## src/rtl/seg_display_ctrl.sv

```systemverilog
// seg_display_ctrl: latches a 32-bit word and pages its two 16-bit halves
// onto four active-low seven-segment displays.
// It alternates the halves on a PAGE_TICKS interval and supports hold and
// leading-zero blanking.
//
// Ports:
//   clock        system clock, rising edge
//   clear        synchronous active-high reset
//   load         latch data_in and restart on the low page
//   data_in[31:0] word to display
//   hold         freeze page counter and page state (load still accepted)
//   blank_lz     enable leading-zero blanking on hex3..hex1
//   load_ack     one-cycle pulse per accepted load
//   page         0 = val[15:0] shown, 1 = val[31:16] shown
//   hex0..hex3   active-low segments, hex0 = least significant nibble

// Nibble to active-low segment pattern (bit0 = segment a ... bit6 = segment g).
module hex_to_7 (
  input  logic [3:0] nibble,
  output logic [6:0] seg_c
);

  always_comb begin
    seg_c = 7'h7F;
    unique case (nibble)
      4'h0: seg_c = 7'h40;
      4'h1: seg_c = 7'h79;
      4'h2: seg_c = 7'h24;
      4'h3: seg_c = 7'h30;
      4'h4: seg_c = 7'h19;
      4'h5: seg_c = 7'h12;
      4'h6: seg_c = 7'h02;
      4'h7: seg_c = 7'h78;
      4'h8: seg_c = 7'h00;
      4'h9: seg_c = 7'h10;
      4'hA: seg_c = 7'h08;
      4'hB: seg_c = 7'h03;
      4'hC: seg_c = 7'h46;
      4'hD: seg_c = 7'h21;
      4'hE: seg_c = 7'h06;
      4'hF: seg_c = 7'h0E;
    endcase
  end

endmodule

module seg_display_ctrl #(
  parameter int unsigned PAGE_TICKS = 50_000_000,
  parameter int unsigned CW         = 26
) (
  input  logic        clock,
  input  logic        clear,
  input  logic        load,
  input  logic [31:0] data_in,
  input  logic        hold,
  input  logic        blank_lz,
  output logic        load_ack,
  output logic        page,
  output logic [6:0]  hex0,
  output logic [6:0]  hex1,
  output logic [6:0]  hex2,
  output logic [6:0]  hex3
);

  localparam logic [CW-1:0] TERM  = CW'(PAGE_TICKS - 1);
  localparam logic [6:0]    BLANK = 7'h7F;

  typedef enum logic [1:0] {
    IDLE    = 2'd0,
    SHOW_LO = 2'd1,
    SHOW_HI = 2'd2
  } state_t;

  state_t        state, state_nxt;
  logic [CW-1:0] cnt, cnt_nxt;
  logic [31:0]   val, val_nxt;
  logic          ack_nxt;
  logic          page_nxt;
  logic [15:0]   half;
  logic [6:0]    seg [4];
  logic [6:0]    hex_nxt [4];
  logic [3:0]    lead_zero;

  // State, counter, latched value and all outputs.
  always_ff @(posedge clock) begin
    if (clear) begin
      state    <= IDLE;
      cnt      <= '0;
      val      <= '0;
      load_ack <= 1'b0;
      page     <= 1'b0;
      hex0     <= BLANK;
      hex1     <= BLANK;
      hex2     <= BLANK;
      hex3     <= BLANK;
    end else begin
      state    <= state_nxt;
      cnt      <= cnt_nxt;
      val      <= val_nxt;
      load_ack <= ack_nxt;
      page     <= page_nxt;
      hex0     <= hex_nxt[0];
      hex1     <= hex_nxt[1];
      hex2     <= hex_nxt[2];
      hex3     <= hex_nxt[3];
    end
  end

  // Next-state: load beats terminal count, terminal count beats hold.
  always_comb begin
    state_nxt = state;
    cnt_nxt   = cnt;
    val_nxt   = val;
    ack_nxt   = 1'b0;
    if (load) begin
      val_nxt   = data_in;
      state_nxt = SHOW_LO;
      cnt_nxt   = '0;
      ack_nxt   = 1'b1;
    end else begin
      unique case (state)
        IDLE: cnt_nxt = '0;
        SHOW_LO: begin
          // A value with an empty high half never pages.
          if (val[31:16] == 16'd0) begin
            cnt_nxt = '0;
          end else if (cnt == TERM) begin
            state_nxt = SHOW_HI;
            cnt_nxt   = '0;
          end else if (!hold) begin
            cnt_nxt = cnt + CW'(1);
          end
        end
        SHOW_HI: begin
          if (cnt == TERM) begin
            state_nxt = SHOW_LO;
            cnt_nxt   = '0;
          end else if (!hold) begin
            cnt_nxt = cnt + CW'(1);
          end
        end
        default: begin
          state_nxt = IDLE;
          cnt_nxt   = '0;
        end
      endcase
    end
    page_nxt = (state_nxt == SHOW_HI);
  end

  // Half currently on show, decoded one cycle behind the state.
  assign half = (state == SHOW_HI) ? val[31:16] : val[15:0];

  for (genvar k = 0; k < 4; k++) begin : g_dig
    hex_to_7 u_hex (
      .nibble (half[4*k +: 4]),
      .seg_c  (seg[k])
    );
  end

  // lead_zero[k]: nibble k and every nibble above it are zero.
  assign lead_zero[3] = (half[15:12] == 4'd0);
  assign lead_zero[2] = (half[15:8]  == 8'd0);
  assign lead_zero[1] = (half[15:4]  == 12'd0);
  assign lead_zero[0] = 1'b0;

  always_comb begin
    for (int k = 0; k < 4; k++) begin
      hex_nxt[k] = seg[k];
      if (state == IDLE || (blank_lz && lead_zero[k])) begin
        hex_nxt[k] = BLANK;
      end
    end
  end

endmodule

```

## config.mk

```make
export PLATFORM = sky130hd
export DESIGN_NAME = seg_display_ctrl
export DESIGN_NICKNAME = d
export VERILOG_FILES = /design/src/rtl/seg_display_ctrl.sv
export SDC_FILE = /design/constraint.sdc
export NUM_CORES = 1
export LEC_CHECK = 0
export CORE_MARGIN = 2
export CORE_UTILIZATION = 61
export CTS_BUF_LIST = sky130_fd_sc_hd__clkbuf_8
export DETAILED_ROUTE_END_ITERATION = 7
export PLACE_DENSITY = 0.88
export SLEW_MARGIN = 5
export SYNTH_ARGS = -nofsm -noshare
export SYNTH_HDL_FRONTEND = slang
export SYNTH_HIERARCHICAL = 1
export SYNTH_SLANG_ARGS = --single-unit
```

## constraint.sdc

```tcl
create_clock -name clock -period 8.1 [get_ports clock]
set_input_delay 0.81 -clock clock [delete_from_list [all_inputs] [get_ports clock]]
set_output_delay 0.81 -clock clock [all_outputs]
set_load 0.05 [all_outputs]
```

==> flow_metrics.py <==
metrics = {
    "critical_path": {
        "cp.arrival_ps": 3260,
        "critical_path_required_ps": 8340,
        "endpoint_kind": "flop",
        "crit_type": "reg -> reg",
        "start_kind": "flop",
        "crit_fanout": 24,
    },
    "cts": {
        "numCtsBuffers": 9,
        "clk_pin_slew_ps": 90,
        "cts_root_buf": "clkbuf_8",
        "numClockSinks": 90,
        "insertion_delay_ps": 360,
        "ctsResizeCount": 0,
        "cts_tree": "yes",
        "htree_levels": 3,
        "clock_path_buffers": 2,
        "cts_setup_buffers": 0,
        "ctsHoldBuffers": 0,
    },
    "timing": {
        "finalWorstPathRequiredPeriod_ps": 3020,
        "setup_viol": 0,
        "rsz0062_at_grt": "no",
        "final_max_slew_viol_count": 0,
        "timing.fmax_ghz": 0.331,
        "setup_slack_ps": 5080,
        "relSlewSlack_pct": 25.4,
        "worst_pin_slew_ps": 1120,
        "finClkSkew_ps": 10.3,
        "hold-worst-slack_ps": 493,
        "hold_violations": 0,
        "finalCritPeriodShare_pct": 37.3,
        "fin_setup_tns_ps": 0,
    },
    "cells_and_area": {
        "n_fill_cell": 519,
        "antenna_cells": 0,
        "layout_common_cells": "dfxtp_1, nor2_1, clkdlybuf4s50_1, mux2i_1, ha_1",
        "syn_to_final_growth_pct": 18.9,
        "fin_nets": 615,
        "drive_gt1_share_pct": 9.84,
        "final_common_cell": "dfxtp_1",
    },
    "synthesis": {
        "synth_area_um2": 4720,
        "yosysSeqAreaShare_pct": 38.2,
        "syn_area_per_cell_um2": 9.60,
        "synth_seq_cells": 90,
        "synth-main-ff-cell": "dfxtp_1",
        "synth_cell_types": 48,
        "ys_warn_count": 6,
        "syn_inst": 492,
        "synth-edff-count": 0,
        "synthArstFlopShare_pct": 0,
        "synth.net_count": 562,
    },
    "die": {
        "rows": 32,
        "start_util_pct": 62.1,
        "die-area_um2": 8460,
        "die_height_um": 92.0,
        "ios": 67,
        "die_w_um": 92.0,
        "core_um2": 7610,
    },
    "placement": {
        "preCtsSetupSlack_ps": 5130,
        "numPortBuffers": 66,
        "dpl.hpwl_um": 6930,
        "gp_congestion": 0.836,
    },
    "power_and_ir_drop": {
        "leakage_nw": 2.23,
        "power.density_nw_per_um2": 179,
        "peakVddDrop_mv": 0.175,
    },
    "route": {
        "drtAntennaViolNets": 0,
        "routed_via_density": 5.48,
        "drc": 0,
        "vias": 3568,
        "drt_iter0_drc": 139,
        "drt-pass1-iter-count": 4,
        "totalWireLength_um": 9510,
        "routedWlPerCell_um": 14.6,
    },
    "global_route": {
        "grt_overflow": 0,
        "first_global_vias": 3493,
        "grt_pass1_wl_um": 16100,
        "antenna_found_initial": 0,
        "grt_max_degree": 47,
        "track_usage_pct": 23.4,
    },
    "flow_run": {
        "maxCapViolCount": 0,
    },
    "status": {
        "status": "finished clean",
    },
    "min_path": {
        "min_path_type": "reg -> reg",
    },
}
area by class of cell:
cell class / instances / area (um2) / area share [%]
multi-input combinational: 360 / 2720 / 48.4
timing repair buffer: 67 / 663 / 11.8
tap: 102 / 128 / 2.27
inverter: 17 / 63.8 / 1.14
clock buffer: 10 / 138 / 2.45
sequential: 90 / 1800 / 32.1
clock inverter: 5 / 103 / 1.83
per-stage QoR:
step           instances  util, %  total power [mW]  instance area [um2]
4_1_cts              651     73.8              1.01                 5610
5_1_grt              651     73.8              1.04                 5610
2_1_floorplan        492        -             0.594                 4720
3_3_place_gp         636     70.6             0.639                 5370
6_report             651     73.8              1.00                 5610
3_5_place_dp         636     70.6             0.645                 5370
registers in the layout, indices dropped and copies added, names as in the netlist:
name      count
cnt          26
page          1
hex0          7
hex2          7
val          32
hex1          7
state         2
hex3          7
load_ack      1
worst max-delay path, cell delays in order (launching register included):
cell,delay (ps)
dfxtp_1,350
inv_1,90
ha_1,810
mux2_2,400
inv_1,120
ha_1,320
inv_1,60
mux4_1,460
or2_2,290
cell families after synthesis:
logic type,share of synthesized area (%)
and+or+nand+nor,20.7
DFF,38.2
muxes,17.4
buffers and inverters,4.29
AOI/OAI and AO/OA,6.23
adders and majority gates,8.74
xor gates and xnor gates,4.45
layer usage:
layer	vias up	track usage, %	part of all wire, %
li1	1803	-	-
met1	1676	27.7	44
met2	73	42.2	51
met3	16	5.67	4.1
met4	0	6.09	1.6
met5	-	0	0
final timing paths:
path / end / cells past startpoint / startpoint / slack (ps)
min reg2reg: cnt[25] / 2 / cnt[25] / 490
min: cnt[25] / 2 / cnt[25] / 490
max: hex2[3] / 8 / state[0] / 5080
max reg2reg: hex2[3] / 8 / state[0] / 5080
cells in the mapped netlist, drive strengths merged, types with 5 or more instances:
cell | n | area (um2)
inv | 17 | 63.8
nor3 | 6 | 30.0
nand4 | 9 | 62.6
nand3 | 11 | 60.1
mux2i | 49 | 490
and3 | 5 | 31.3
nor2 | 84 | 315
or2 | 8 | 50.1
nor4 | 6 | 43.8
mux2 | 20 | 225
nand2b | 15 | 93.8
xor2 | 16 | 140
a21oi | 6 | 30.0
a22o | 8 | 70.1
nand2 | 16 | 60.1
ha | 33 | 413
or3 | 9 | 56.3
xnor2 | 8 | 70.1
buf | 19 | 116
o21ai | 11 | 55.1
nor2b | 6 | 37.5
dfxtp | 90 | 1800
clkbuf | 6 | 22.5
power by group:
group | total [mW] | internal (mW) | switching [mW]
Sequential | 0.471 | 0.460 | 0.0102
Combinational | 0.166 | 0.0747 | 0.0911
Clock | 0.366 | 0.212 | 0.154
Power figures use the tool's default switching activity.
